--- src/rtl/apb_pkg.sv ---
// Shared definitions for the two-requester APB master arbiter.
package apb_pkg;

    typedef enum logic [1:0] {
        ST_IDLE   = 2'd0,
        ST_SETUP  = 2'd1,
        ST_ACCESS = 2'd2,
        ST_DONE   = 2'd3
    } state_t;

    localparam int unsigned DEFAULT_TIMEOUT = 16;

endpackage : apb_pkg

--- src/rtl/apb_master_arbiter_rr_arb2.sv ---
// Two-way round-robin arbiter: on contention the requester not granted last wins.
module rr_arb2 (
    input  logic [1:0] req,
    input  logic       last,
    output logic [1:0] grant
);

    // Combinational grant: last=1 means requester 1 was served most recently.
    always_comb begin
        grant = '0;
        case (req)
            2'b01:   grant = 2'b01;
            2'b10:   grant = 2'b10;
            2'b11:   grant = last ? 2'b01 : 2'b10;
            default: grant = '0;
        endcase
    end

endmodule : rr_arb2

--- src/rtl/apb_master_arbiter.sv ---
// APB master shared by two requesters; one transfer at a time, round-robin grant,
// ACCESS-phase timeout reported as an error on the requester's done pulse.
module apb_master_arbiter
    import apb_pkg::*;
#(
    parameter int unsigned ADDR_WIDTH = 32,
    parameter int unsigned DATA_WIDTH = 32,
    parameter int unsigned TIMEOUT    = DEFAULT_TIMEOUT
) (
    input  logic                  clk,
    input  logic                  reset,
    input  logic                  req0,
    input  logic                  req1,
    input  logic                  rw0,
    input  logic                  rw1,
    input  logic [ADDR_WIDTH-1:0] addr0,
    input  logic [ADDR_WIDTH-1:0] addr1,
    input  logic [DATA_WIDTH-1:0] wdata0,
    input  logic [DATA_WIDTH-1:0] wdata1,
    output logic                  done0,
    output logic                  done1,
    output logic                  err0,
    output logic                  err1,
    output logic [DATA_WIDTH-1:0] rdata,
    output logic                  apb_psel,
    output logic                  apb_enab,
    output logic                  apb_rw,
    output logic [ADDR_WIDTH-1:0] apb_addr,
    output logic [DATA_WIDTH-1:0] apb_datai,
    input  logic [DATA_WIDTH-1:0] apb_datao,
    input  logic                  apb_ack
);

    // Counter value in the last ACCESS cycle before the timeout fires.
    localparam logic [7:0] TIMEOUT_LIMIT = 8'(TIMEOUT - 1);

    state_t     state;
    logic [1:0] grant;
    logic       last;
    logic       gidx;
    logic [7:0] tcnt;
    logic       acc_end;
    logic       acc_err;

    rr_arb2 u_arb (
        .req   ({req1, req0}),
        .last  (last),
        .grant (grant)
    );

    // ACCESS ends on ack or on the final allowed cycle; ack on that cycle wins.
    always_comb begin
        acc_end = 1'b0;
        acc_err = 1'b0;
        if (state == ST_ACCESS) begin
            acc_end = apb_ack || (tcnt == TIMEOUT_LIMIT);
            acc_err = !apb_ack;
        end
    end

    // Transfer sequencer with all bus and requester outputs registered.
    always_ff @(posedge clk) begin
        if (reset) begin
            state     <= ST_IDLE;
            last      <= 1'b1;
            gidx      <= 1'b0;
            tcnt      <= '0;
            apb_psel  <= 1'b0;
            apb_enab  <= 1'b0;
            apb_rw    <= 1'b0;
            apb_addr  <= '0;
            apb_datai <= '0;
            rdata     <= '0;
            done0     <= 1'b0;
            done1     <= 1'b0;
            err0      <= 1'b0;
            err1      <= 1'b0;
        end else begin
            case (state)
                ST_IDLE: begin
                    done0 <= 1'b0;
                    done1 <= 1'b0;
                    err0  <= 1'b0;
                    err1  <= 1'b0;
                    if (|grant) begin
                        gidx      <= grant[1];
                        last      <= grant[1];
                        apb_rw    <= grant[1] ? rw1    : rw0;
                        apb_addr  <= grant[1] ? addr1  : addr0;
                        apb_datai <= grant[1] ? wdata1 : wdata0;
                        apb_psel  <= 1'b1;
                        apb_enab  <= 1'b0;
                        state     <= ST_SETUP;
                    end
                end
                ST_SETUP: begin
                    apb_enab <= 1'b1;
                    tcnt     <= '0;
                    state    <= ST_ACCESS;
                end
                ST_ACCESS: begin
                    if (acc_end) begin
                        apb_psel <= 1'b0;
                        apb_enab <= 1'b0;
                        rdata    <= (acc_err || apb_rw) ? '0 : apb_datao;
                        done0    <= !gidx;
                        done1    <= gidx;
                        err0     <= !gidx && acc_err;
                        err1     <= gidx && acc_err;
                        state    <= ST_DONE;
                    end else begin
                        tcnt <= tcnt + 8'd1;
                    end
                end
                ST_DONE: begin
                    done0 <= 1'b0;
                    done1 <= 1'b0;
                    err0  <= 1'b0;
                    err1  <= 1'b0;
                    state <= ST_IDLE;
                end
                default: state <= ST_IDLE;
            endcase
        end
    end

endmodule : apb_master_arbiter

--- config.mk ---
export PLATFORM = sky130hd
export DESIGN_NAME = apb_master_arbiter
export DESIGN_NICKNAME = d
export VERILOG_FILES = /design/src/rtl/apb_pkg.sv /design/src/rtl/apb_master_arbiter_rr_arb2.sv /design/src/rtl/apb_master_arbiter.sv
export SDC_FILE = /design/constraint.sdc
export NUM_CORES = 1
export LEC_CHECK = 0
export CORE_MARGIN = 2
export CORE_UTILIZATION = 38
export DETAILED_ROUTE_END_ITERATION = 8
export PLACE_DENSITY = 0.91
export SYNTH_ARGS = -nofsm -noshare
export SYNTH_HDL_FRONTEND = slang
export SYNTH_HIERARCHICAL = 1
export SYNTH_SLANG_ARGS = --single-unit
--- constraint.sdc ---
create_clock -name clk -period 1.9 [get_ports clk]
set_input_delay 0.38 -clock clk [delete_from_list [all_inputs] [get_ports clk]]
set_output_delay 0.38 -clock clk [all_outputs]
set_load 0.005 [all_outputs]
==> run_results.csv <==
group,metric,value,unit
setup_path,critPathCaptureType,"output pin",
worst_hold_path,hold_path.class,"input pin to flop",
route,wl,15260,µm
setup_path,crit_path_cell_trace,"clkdlybuf4s50_1",
sta,hold_viol,0,
setup_path,crit_required,1.52,ns
yosys,ys_warn_count,6,
route,postRouteAntennaNets,0,
die,coreArea,12010,µm²
yosys,syn_inst,465,
grt,grt_pass1_vias,4708,
route,drtIter0Drc,203,
pwr,p_int,0.007010,W
pwr,powerDensity,1229,nW/µm²
yosys,synth_flop_cell,"dfxtp_1",
grt,grt_max_degree,70,
pwr,leakage,3.132,nW
setup_path,critPathCapture,"apb_rw",
run,cap_violations,0,
yosys,yosysMostFrequentCell,"dfxtp_1",
die,die_x,115.0,µm
clocking,cts-hold-fix-buffers,0,
yosys,syn_area,4681,µm²
yosys,ys_seq_area_frac,0.4918,
final_layout,antennaDiodeCount,0,
yosys,synth_top_area_cell,"dfxtp_1",
setup_path,timing.rr.start,"tcnt[0]",
place,portBuffers,269,
yosys,synth-edff-count,0,
run_status,status,"complete, no violations",
setup_path,arrival,1.38,ns
pwr,p_seq_frac,0.329,
route,wl_per_cell,17.05,µm
final_layout,finalNetCount,907,
yosys,netlist-cell-type-count,38,
sta,slew_viol_final,0,
setup_path,reg2reg_to,"state[1]",
final_layout,layout-drive-gt1-share,0.08824,
sta,setup_viol_count_final,0,
setup_path,startpoint,"apb_rw",
route,remaining_drc_errors,0,
setup_path,start_kind,"flop",
route,drt-pass1-iter-count,4,
final_layout,area_growth,76.58,%
pwr,p_sw_frac,0.3098,
clocking,ctsHtreeMaxLevel,4,
pwr,p_switching,0.003146,W
route,routed_via_density,5.164,
die,start_util,0.3897,
yosys,syn_nets,637,
pwr,comb_power_share,0.358,
sta,hold_ws,0.2992,ns
grt,globalRouteOverflowTotal,0,
die,num_rows,40,
sta,tightest_slew,0.5069,ns
place,gp_congestion,0.8001,
pwr,irDropWorstVdd,775.9,µV
die,die_h,115.0,µm
yosys,yosys-top-cells-area,"dfxtp_1 (49%), mux2i_1 (14%), a211oi_1 (11%)",
clocking,cts_root_buf,"clkbuf_16",
place,preCtsSetupSlack,-0.2853,ns
yosys,syn_avg_cell_area,10.07,µm²
setup_path,worst-path-buf-inv,1,
setup_path,cp_slowest_cell,"clkdlybuf4s50_1",
sta,finalWorstSetupSlack,0.1418,ns
setup_path,slowest_delay,0.56,ns
yosys,ys_async_sr_fraction,0,
final_layout,fillers,828,
clocking,clk_latency,0.42,ns
sta,fmax,0.5687,GHz
setup_path,cp_num_cells,1,
setup_path,crit_fanout,3,
die,dieArea,13220,µm²
route,num_vias,4622,
setup_path,r2r_slack,0.14,ns
sta,grt_setup_unrepaired,"no",
clocking,path_clk_slew,0.05,ns
clocking,cts_buffer_depth,2,
sta,period_minus_slack,1.758,ns
grt,antenna_found_initial,0,
setup_path,crit_type,"flop to output pin",
final_layout,multiInputGateArea,2236,µm²
clocking,cts_tree,"yes",
die,io_pins,270,
setup_path,ff2ff_path_depth,6,
sta,fin_crit_sh,0.9254,
yosys,synth_common_cells,"dfxtp_1 (115), nor2_1 (70), a211oi_1 (66), mux2i_1 (66), a22o_1 (32)",
grt,track_usage,0.2255,
sta,slew_headroom,0.6621,
sta,clock_skew,0.007287,ns
place,place_hpwl,11230,µm
setup_path,crit_family,"buffers and inverters",
grt,grt_pass1_wl,23190,µm
clocking,numClockSinks,115,
pwr,power_frac_clock,0.313,
clocking,cts_buffers,17,
yosys,yosys.area.top_type_share,0.4918,
final_layout,register_area,2302,µm²
yosys,ys_ff_latch,115,
registers in the layout, indices dropped and copies added (netlist names):
name and count:
apb_datai 32, apb_rw 1, state 2, apb_psel 1, tcnt 8, gidx 1, done1 1, rdata 32
err0 1, err1 1, last 1, done0 1, apb_enab 1, apb_addr 32
routing by layer:
metal / vias to the layer above / track usage / wire [µm]
li1: 2263 / - / -
met1: 2145 / 0.2345 / 5774
met2: 188 / 0.4075 / 8019
met3: 26 / 0.08698 / 1192
met4: 0 / 0.09076 / 274
met5: - / 0 / 0
worst register-to-register path, delay by kind of cell, from the launching register on:
family	cells	cell delay, ns
compound gates	1	0.20
fa+ha+maj	1	0.22
buf+inv	1	0.17
flops	1	0.33
mux	1	0.35
simple gates	2	0.37
logic make-up after synthesis:
family,synth area share
flops,0.4918
fa+ha+maj,0.01337
simple gates,0.1008
mux,0.1459
buf+inv,0.04010
compound gates,0.2080
worst min-delay path by stage:
stage / to / depth (start not counted) / startpoint
6_report: apb_psel / 2 / reset
3_3_place_gp: err0 / 1 / err0
3_5_place_dp: rdata[4] / 1 / rdata[4]
5_1_grt: apb_psel / 2 / reset
2_1_floorplan: err0 / 1 / gidx
4_1_cts: apb_psel / 2 / reset
power groups by stage:
stage / registers [W] / clock network [W] / logic (W)
6_report: 0.00334 / 0.00317 / 0.00364
5_1_grt: 0.00341 / 0.00335 / 0.00393
4_1_cts: 0.00334 / 0.00323 / 0.00365
3_5_place_dp: 0.00338 / 0 / 0.00362
3_3_place_gp: 0.00333 / 0 / 0.00347
2_1_floorplan: 0.00338 / 0 / 0.00161
cell type report:
cell class / count / share of cell area
Clock buffer: 18 / 0.05313
Tap cell: 147 / 0.02225
Sequential cell: 115 / 0.2785
Timing Repair Buffer: 292 / 0.3551
Multi-Input combinational cell: 305 / 0.2705
Inverter: 4 / 0.001817
Clock inverter: 14 / 0.01862
cell usage in the layout, fill, tap and decap left out, types with 2 or more instances in the layout:
master           instances
a211oi_1                66
a21o_1                   3
a21oi_1                  9
a21oi_2                  2
a22o_1                  32
a31oi_1                  2
a32o_1                   2
buf_12                   6
buf_4                   17
bufinv_16                2
clkbuf_16               17
clkdlybuf4s50_1        268
clkinv_2                 2
clkinv_4                 3
clkinvlp_4               3
dfxtp_1                115
ha_1                     4
inv_1                    4
inv_6                    4
mux2_2                   2
mux2i_1                 66
nand2_1                  7
nand2b_1                 6
nand3_1                  8
nor2_1                  70
nor2b_1                  2
nor3_1                   2
o211ai_1                 2
o2bb2ai_1                2
or3_1                    2
what timing repair did:
action | CTS | global route
resized for setup | 0 | 3
buffers inserted | 0 | 0
endpoints found under the setup margin | 0 | 4
per-stage QoR:
step,setup TNS (ns),cells,util,total power (W),instance area (µm²)
after floorplan,0,465,-,0.004983,4681
after global placement,-8.485,863,0.6381,0.006807,7665
after detailed placement,-11.96,863,0.6381,0.006999,7665
after CTS,0,895,0.6875,0.01023,8258
after global routing,0,895,0.6881,0.01069,8265
final,0,895,0.6881,0.01016,8265
Power figures use the tool's default switching activity.
